==> src/rtl/uart_rx_if.sv <==
// ---------------------------------------------------------------------------
// uart_rx_if : signal bundle between the UART receiver and its environment.
//
//   ena        oversample tick into the receiver (one clk wide)
//   rx         raw serial line into the receiver (asynchronous to clk)
//   data       last good received word
//   valid      one-clk pulse, data is new this cycle
//   frame_err  one-clk pulse, stop bit sampled low
//   parity_err one-clk pulse, parity mismatch (0 unless parity build)
//   busy       receiver is inside a frame (state != IDLE)
//
// modport master : the receiver itself (drives the result signals)
// modport slave  : the consumer / line side (drives ena and rx)
// ---------------------------------------------------------------------------
interface uart_rx_if #(
  parameter int DATA_BITS = 8
);
  logic                 ena;
  logic                 rx;
  logic [DATA_BITS-1:0] data;
  logic                 valid;
  logic                 frame_err;
  logic                 parity_err;
  logic                 busy;

  modport master (
    input  ena,
    input  rx,
    output data,
    output valid,
    output frame_err,
    output parity_err,
    output busy
  );

  modport slave (
    output ena,
    output rx,
    input  data,
    input  valid,
    input  frame_err,
    input  parity_err,
    input  busy
  );
endinterface

==> src/rtl/uart_rx.sv <==
// ---------------------------------------------------------------------------
// uart_rx : oversampling UART receiver.
//
// Frame: idle high, one start bit (0), DATA_BITS data bits LSB first,
// optional even-parity bit, one stop bit (1). The line is sampled once per
// ena tick; the start bit is revalidated at its middle and every following
// bit is sampled OVERSAMPLE ticks later, i.e. at its own middle.
//
// Ports:
//   clk    system clock, rising edge
//   rst_n  asynchronous active-low reset
//   bus    uart_rx_if.master : ena, rx in; data, valid, frame_err,
//          parity_err, busy out
//
// Parameters:
//   OVERSAMPLE  ena ticks per bit period (even, >= 4)
//   DATA_BITS   data bits per frame (5..8)
//
// Build option: define UART_RX_PARITY_EN to add an even-parity bit between
// the data bits and the stop bit. Without it parity_err is tied to 0.
// ---------------------------------------------------------------------------
module uart_rx #(
  parameter int OVERSAMPLE = 16,
  parameter int DATA_BITS  = 8
) (
  input  logic      clk,
  input  logic      rst_n,
  uart_rx_if.master bus
);

  localparam int TW = $clog2(OVERSAMPLE);
  localparam int BW = $clog2(DATA_BITS);

  localparam logic [TW-1:0] TICK_MID  = TW'(OVERSAMPLE / 2 - 1);
  localparam logic [TW-1:0] TICK_LAST = TW'(OVERSAMPLE - 1);
  localparam logic [BW-1:0] BIT_LAST  = BW'(DATA_BITS - 1);

  if ((OVERSAMPLE < 4) || ((OVERSAMPLE % 2) != 0)) begin : g_bad_os
    $error("uart_rx: OVERSAMPLE must be even and >= 4");
  end
  if ((DATA_BITS < 5) || (DATA_BITS > 8)) begin : g_bad_db
    $error("uart_rx: DATA_BITS must be in 5..8");
  end

  typedef enum logic [2:0] {
    S_IDLE,
    S_START,
    S_DATA,
`ifdef UART_RX_PARITY_EN
    S_PARITY,
`endif
    S_STOP,
    S_BREAK
  } state_t;

  // Two-flop synchronizer; both stages reset to the idle (high) level so
  // reset release never looks like a start edge.
  logic rx_meta_q;
  logic rx_s_q;

  state_t               state_q,  state_d;
  logic [TW-1:0]        tick_q,   tick_d;
  logic [BW-1:0]        bit_q,    bit_d;
  logic [DATA_BITS-1:0] shift_q,  shift_d;
  logic [DATA_BITS-1:0] data_q,   data_d;
  logic                 valid_q,  valid_d;
  logic                 ferr_q,   ferr_d;
`ifdef UART_RX_PARITY_EN
  logic                 par_q,    par_d;
  logic                 perr_q,   perr_d;

  // Even parity: the transmitted bit equals the XOR of the data bits.
  function automatic logic parity_ok(input logic [DATA_BITS-1:0] w,
                                     input logic                 p);
    return ((^w) == p);
  endfunction
`endif

  // Input synchronizer
  always_ff @(posedge clk or negedge rst_n) begin
    if (!rst_n) begin
      rx_meta_q <= 1'b1;
      rx_s_q    <= 1'b1;
    end else begin
      rx_meta_q <= bus.rx;
      rx_s_q    <= rx_meta_q;
    end
  end

  // State and datapath registers
  always_ff @(posedge clk or negedge rst_n) begin
    if (!rst_n) begin
      state_q <= S_IDLE;
      tick_q  <= '0;
      bit_q   <= '0;
      shift_q <= '0;
      data_q  <= '0;
      valid_q <= 1'b0;
      ferr_q  <= 1'b0;
`ifdef UART_RX_PARITY_EN
      par_q   <= 1'b0;
      perr_q  <= 1'b0;
`endif
    end else begin
      state_q <= state_d;
      tick_q  <= tick_d;
      bit_q   <= bit_d;
      shift_q <= shift_d;
      data_q  <= data_d;
      valid_q <= valid_d;
      ferr_q  <= ferr_d;
`ifdef UART_RX_PARITY_EN
      par_q   <= par_d;
      perr_q  <= perr_d;
`endif
    end
  end

  // Next-state logic; nothing moves except on an ena tick, and the result
  // pulses are cleared every clk so they last exactly one cycle.
  always_comb begin
    state_d = state_q;
    tick_d  = tick_q;
    bit_d   = bit_q;
    shift_d = shift_q;
    data_d  = data_q;
    valid_d = 1'b0;
    ferr_d  = 1'b0;
`ifdef UART_RX_PARITY_EN
    par_d   = par_q;
    perr_d  = 1'b0;
`endif

    if (bus.ena) begin
      case (state_q)
        S_IDLE: begin
          if (!rx_s_q) begin
            state_d = S_START;
            tick_d  = '0;
          end
        end

        // Half a bit after the falling edge the line must still be low,
        // otherwise the edge was a glitch and is dropped silently.
        S_START: begin
          if (tick_q == TICK_MID) begin
            if (rx_s_q) begin
              state_d = S_IDLE;
            end else begin
              state_d = S_DATA;
              tick_d  = '0;
              bit_d   = '0;
            end
          end else begin
            tick_d = tick_q + 1'b1;
          end
        end

        // Shift right with the new bit entering at the MSB: after the last
        // bit the first (LSB) bit has arrived at position 0.
        S_DATA: begin
          if (tick_q == TICK_LAST) begin
            shift_d = {rx_s_q, shift_q[DATA_BITS-1:1]};
            tick_d  = '0;
            if (bit_q == BIT_LAST) begin
`ifdef UART_RX_PARITY_EN
              state_d = S_PARITY;
`else
              state_d = S_STOP;
`endif
            end else begin
              bit_d = bit_q + 1'b1;
            end
          end else begin
            tick_d = tick_q + 1'b1;
          end
        end

`ifdef UART_RX_PARITY_EN
        S_PARITY: begin
          if (tick_q == TICK_LAST) begin
            par_d   = rx_s_q;
            tick_d  = '0;
            state_d = S_STOP;
          end else begin
            tick_d = tick_q + 1'b1;
          end
        end
`endif

        // Decide at mid stop bit and return to IDLE right away so a start
        // bit immediately following the stop bit is not missed. A framing
        // error outranks a parity error.
        S_STOP: begin
          if (tick_q == TICK_LAST) begin
            tick_d = '0;
            if (!rx_s_q) begin
              ferr_d  = 1'b1;
              state_d = S_BREAK;
            end else begin
              state_d = S_IDLE;
`ifdef UART_RX_PARITY_EN
              if (parity_ok(shift_q, par_q)) begin
                data_d  = shift_q;
                valid_d = 1'b1;
              end else begin
                perr_d = 1'b1;
              end
`else
              data_d  = shift_q;
              valid_d = 1'b1;
`endif
            end
          end else begin
            tick_d = tick_q + 1'b1;
          end
        end

        // Line held low after a bad stop bit: wait for it to go idle so a
        // break produces a single frame_err instead of a stream of frames.
        S_BREAK: begin
          if (rx_s_q) begin
            state_d = S_IDLE;
          end
        end

        default: begin
          state_d = S_IDLE;
        end
      endcase
    end
  end

  assign bus.data      = data_q;
  assign bus.valid     = valid_q;
  assign bus.frame_err = ferr_q;
  assign bus.busy      = (state_q != S_IDLE);
`ifdef UART_RX_PARITY_EN
  assign bus.parity_err = perr_q;
`else
  assign bus.parity_err = 1'b0;
`endif

endmodule

==> src/flat_wrapper.sv <==
// flat-port wrapper written by rule: the top's interface ports become plain ports
module uart_rx_flat 
#(
  parameter int OVERSAMPLE = 16,
  parameter int DATA_BITS  = 8
)
  (clk, rst_n, bus_ena, bus_rx, bus_data, bus_valid, bus_frame_err, bus_parity_err, bus_busy);
  uart_rx_if #(.DATA_BITS(DATA_BITS)) bus_i ();
  input  logic clk;
  input  logic rst_n;
  input wire logic [$bits(bus_i.ena)-1:0] bus_ena;
  input wire logic [$bits(bus_i.rx)-1:0] bus_rx;
  output wire logic [$bits(bus_i.data)-1:0] bus_data;
  output wire logic [$bits(bus_i.valid)-1:0] bus_valid;
  output wire logic [$bits(bus_i.frame_err)-1:0] bus_frame_err;
  output wire logic [$bits(bus_i.parity_err)-1:0] bus_parity_err;
  output wire logic [$bits(bus_i.busy)-1:0] bus_busy;
  assign bus_i.ena = bus_ena;
  assign bus_i.rx = bus_rx;
  assign bus_data = bus_i.data;
  assign bus_valid = bus_i.valid;
  assign bus_frame_err = bus_i.frame_err;
  assign bus_parity_err = bus_i.parity_err;
  assign bus_busy = bus_i.busy;
  uart_rx #(.OVERSAMPLE(OVERSAMPLE), .DATA_BITS(DATA_BITS)) u_core (.clk(clk), .rst_n(rst_n), .bus(bus_i));
endmodule
==> config.mk <==
export PLATFORM = sky130hd
export DESIGN_NAME = uart_rx_flat
export DESIGN_NICKNAME = d
export VERILOG_FILES = /design/src/rtl/uart_rx_if.sv /design/src/rtl/uart_rx.sv /design/src/flat_wrapper.sv
export SDC_FILE = /design/constraint.sdc
export NUM_CORES = 1
export LEC_CHECK = 0
export CAP_MARGIN = 20
export CELL_PAD_IN_SITES_DETAIL_PLACEMENT = 0
export CELL_PAD_IN_SITES_GLOBAL_PLACEMENT = 2
export CORE_UTILIZATION = 37
export CTS_CLUSTER_DIAMETER = 40
export DETAILED_ROUTE_END_ITERATION = 6
export GPL_ROUTABILITY_DRIVEN = 0
export GPL_TIMING_DRIVEN = 0
export PLACE_DENSITY_LB_ADDON = 0.1
export SLEW_MARGIN = 5
export SYNTH_ARGS = -nofsm -noshare
export SYNTH_HDL_FRONTEND = slang
export SYNTH_SLANG_ARGS = --single-unit
export TNS_END_PERCENT = 100
==> constraint.sdc <==
create_clock -name clk -period 2 [get_ports clk]
set_input_delay 0.4 -clock clk [delete_from_list [all_inputs] [get_ports clk]]
set_output_delay 0.4 -clock clk [all_outputs]
set_load 0.01 [all_outputs]
After elaboration in Yosys (flattened, before gate mapping) --
Index checks and enable logic that the tools add are counted. Widths: inputs -> output; s select.
Word-level totals: memory bits (read-only) 0, memories kept 0, memory bits (writable) 0, latch bits 0, output and inout bits 12, flip-flop bits (word level) 30, word-level logic and storage cells 62
Operators by class: $lt $le $gt $ge 0, $add $sub $neg 2, equality and inequality tests 15, bitwise logic cells 0, muxes and demuxes 26, multipliers 0, divide/modulo/power cells 0, shift-type cells 0, reduce and logical (&&, ||, !) cells 10
Operator list (number):
- $mux 3 | 11
- $pmux 3 s5 | 1
- $mux 4 | 3
- $pmux 4 s3 | 1
- $ne 2x1->1 const B | 5
- $mux 1 | 8
- $reduce_and 7->1 | 1
- $eq 3x2->1 const B | 2
- $eq 3x3->1 const B | 2
- $ne 2x2->1 const B | 3
- $pmux 3 s2 | 1
- $reduce_and 6->1 | 1
- $reduce_bool 3->1 | 2
- $add 4x1->4 const B | 1
- $eq 4x3->1 const B | 1
- $eq 4x4->1 const B | 1
- $reduce_and 4->1 | 1
- $add 3x1->3 const B | 1
- $eq 3x1->1 const B | 1
- $logic_not 3->1 | 1
- $reduce_and 3->1 | 1
- $mux 2 | 1
- $reduce_and 2->1 | 1
- $reduce_bool 2->1 | 1
- $reduce_or 2->1 | 1

Depth between registers and ports, before layout --
word-level depth 4, mapped depth 6, mapped depth without buffers 6

Least setup slack after synthesis --
Ideal clock, no wire load.
path type register -> register, start point reg u_core.tick_q[0], end point reg u_core.data_q[0], in the netlist u_core.bus.data[0], path slack 219 ps, period minus slack after synthesis 1781 ps, arrival 1656 ps, buffers on the path 1, stages on the path, launching flop included 7, data required time 1875 ps, path through dfrtp_1 > ha_1 > and3_1 > nand3b_1 > or3_1 > buf_6 > mux2_4
Between the ends: word-level cells in the longest chain between the ends 2
RTL lines:
- start, declared | RTL line uart_rx.sv:62 | logic [TW-1:0] tick_q, tick_d;
- start signal, assigned | RTL line uart_rx.sv:106 | tick_q <= tick_d;
- $eq 4x4->1 | RTL line uart_rx.sv:195 | if (tick_q == TICK_LAST) begin
- $reduce_and 4->1 (no line)
- end signal, assigned | RTL line uart_rx.sv:109 | data_q <= data_d;
- end, declared | RTL line uart_rx.sv:65 | logic [DATA_BITS-1:0] data_q, data_d;
No other way between the ends. A chain may end at the register's enable or synchronous reset.

Worst setup path after layout --
start point reg u_core.tick_q[0], end point reg u_core.data_q[4], in the netlist u_core.bus.data[4]
Same word-level chain as after synthesis.

==> results.tsv <==
metric	value	unit
status	complete, no violations	
DP Worst Slack	-0.177	ns
vias in the first global route	952	
most common cell in the netlist	dfrtp_1	
Cell Area, Synth	1430	µm²
# Max-Cap Violations	0	
actual slew at the worst max-slew pin	0.652	ns
Die Ht	64.1	µm
GRT Util Overall	0.143	
Worst Clk Skew	0.00387	ns
required time worst endpoint	2.16	ns
sequential fraction of the synthesis area	0.528	
Synth area leader	dfrtp_1	
Max Used Layer	met4	
Max VDD drop	0.000527	V
IO buf count	14	
Antenna Cells	0	
WL met1	1250	µm
Syn Nets	123	
WS Path Type	flip-flop to flip-flop	
Synth top area share	0.491	
row count	22	
Slew HR	0.565	
core area	3690	µm²
fmax	0.522	GHz
Worst-path clk slew	0.06	ns
yosys warns	0	
Final Max Slew Viols	0	
placed cell area	1620	µm²
share of post-route cells with drive strength above 1	0.333	
commonest cells in the netlist	28 x dfrtp_1, 13 x mux2_2, 8 x mux2_4	
worst-skew pair later-pin latency	0.27	ns
first-pass GRT wire length	4460	µm
PwrDens	1010	nW/µm²
FF+latch count, synth	30	
area growth from synthesis to layout	21.9	%
total wire length	2530	µm
mux cell area share after synthesis	0.187	
# DRC	0	
Die X	64.1	µm
fin area	1740	µm²
XOR/XNOR Fraction of Synth Area	0.0184	
multi-input logic area	638	µm²
startpoint types	flip-flop	
HPWL after DPL	1850	µm
RSZ-0062 raised after global routing	no	
Mapped Cells	116	
initial antenna violation count	0	
Layout fillers	349	
fin nets	145	
Leak	0.848	nW
clock sinks	30	
CTS Hold Bufs	0	
Worst Path Max Fanout	9	
met3 WL	86	µm
worst hold path class	input pin to asynchronous set/reset pin	
register area	753	µm²
fraction of the mapped netlist area in adder cells	0.0263	
Worst Hold Margin	0.152	ns
Primary FF master, synth	dfrtp_1	
# setup viols final	0	
setup TNS	0	ns
drt wl/cell	13.6	µm
initial drt markers	44	
metal2 WL	1190	µm
Final ANT Viol Nets	0	
worst-case clock buffer depth	2	
Top-Level Pins	16	
crit path time final	1.92	ns
Die Area	4110	µm²
Fin. Hold Viols	0	
CTS tree	done	
vias	920	
Avg Vias per Cell	4.95	
DR pass1 iterations	4	
ys async rst share	1.00	
largest family of logic cells by synthesized area	multiplexers	
final worst slack	0.0832	ns
Post-synth EDFFs	0	
H-tree depth	2	
largest net degree at the start of global routing	31	
Post-Synth Simple-Gate Area	0.110	
CP endpoint kind	flip-flop	
Netlist cell types	40	
part of the cycle the worst path needs	0.958	
Starting Density	0.387	
CTS Root Cell	clkbuf_8	
GRT overflow	0	
Avg Cell Area, Syn	12.3	µm²
complex-gate fraction of the synthesized area	0.0859	
largest cells by area after synthesis	dfrtp_1 49%, mux2_2 10%, mux2_4 8.4%	
CP arrival	2.07	ns
CTS buffer count	5	
-- critical path, stage by stage, from the launching register on --
cell,delay [ns]
dfrtp_1,0.44
ha_4,0.20
and3_1,0.18
nand3b_1,0.13
or3_1,0.38
buf_6,0.17
mux2_4,0.30
-- area by class of cell --
cell class | instances | area share
inverter | 5 | 0.0108
clock inverter | 2 | 0.00575
timing repair buffer | 15 | 0.0834
buffer | 7 | 0.0266
tap | 48 | 0.0345
multi-input combinational | 74 | 0.367
clock buffer | 5 | 0.0395
sequential | 30 | 0.433
-- per-layer routing --
layer,GRT usage,up-vias
li1,-,449
met1,0.189,454
met2,0.227,15
met3,0.0429,2
met4,0.0417,0
met5,0,-
-- power breakdown --
group	switching, mW	internal (mW)	total [mW]
clock	0.211	0.233	0.444
sequential	0.0850	0.707	0.792
combinational	0.241	0.287	0.528
total	0.537	1.23	1.76
-- path summary, 6_finish.rpt --
check	end	slack [ns]	startpoint	cells after the start
setup / recovery	u_core.bus.data[4]	0.08	u_core.tick_q[0]	6
hold / removal	u_core.tick_q[2]	0.15	rst_n	1
setup reg to reg	u_core.bus.data[4]	0.08	u_core.tick_q[0]	6
hold reg to reg	u_core.rx_s_q	0.36	u_core.rx_meta_q	0
max in group asynchronous	u_core.state_q[2]	1.43	rst_n	1
min in group clk	u_core.rx_s_q	0.36	u_core.rx_meta_q	0
-- flip-flops by register name, indices dropped and copies added, names as in the netlist --
register and count:
u_core.rx_s_q 1, u_core.bit_q 3, u_core.tick_q 4, u_core.bus.frame_err 1, u_core.bus.data 8, u_core.state_q 3
u_core.shift_q 8, u_core.rx_meta_q 1, u_core.bus.valid 1
-- repair_timing --
item,4_1_cts,5_1_grt
setup endpoints to repair,9,12
resized for setup,3,6
buffers inserted,0,1
-- cell families after synthesis --
family	after synthesis
DFF	30
adders and majority gates	3
AOI/OAI and AO/OA	17
other	1
muxes	21
xor gates and xnor gates	3
buffers and inverters	12
and+or+nand+nor	29
-- stage by stage --
| step | power (mW) | std cells | util |
|---|---|---|---|
| 5_1_grt | 1.89 | 186 | 0.472 |
| 6_report | 1.76 | 186 | 0.472 |
| 3_5_place_dp | 1.29 | 178 | 0.440 |
| 2_1_floorplan | 1.16 | 116 | - |
| 3_3_place_gp | 1.28 | 178 | 0.441 |
| 4_1_cts | 1.74 | 185 | 0.463 |
-- layout by cell type (no fill, tap or decap), types with 2 or more instances in the layout --
master           synthesis  layout
and3_1                   3       3
buf_2                    4       5
clkinv_2                 0       2
mux2_4                   8       8
nand2_1                  7       7
clkbuf_8                 0       5
dfstp_2                  2       2
nor3_1                   5       4
ha_1                     3       2
dfrtp_1                 28      28
o21ai_0                  3       3
inv_1                    5       5
mux2_2                  13      13
clkdlybuf4s50_1          0      12
a21oi_1                  2       2
buf_4                    1       2
nor4_1                   2       2
xnor2_1                  2       2
nor2b_1                  2       2
nor2_1                   3       2
No activity file was read; power rests on OpenSTA's default activity.
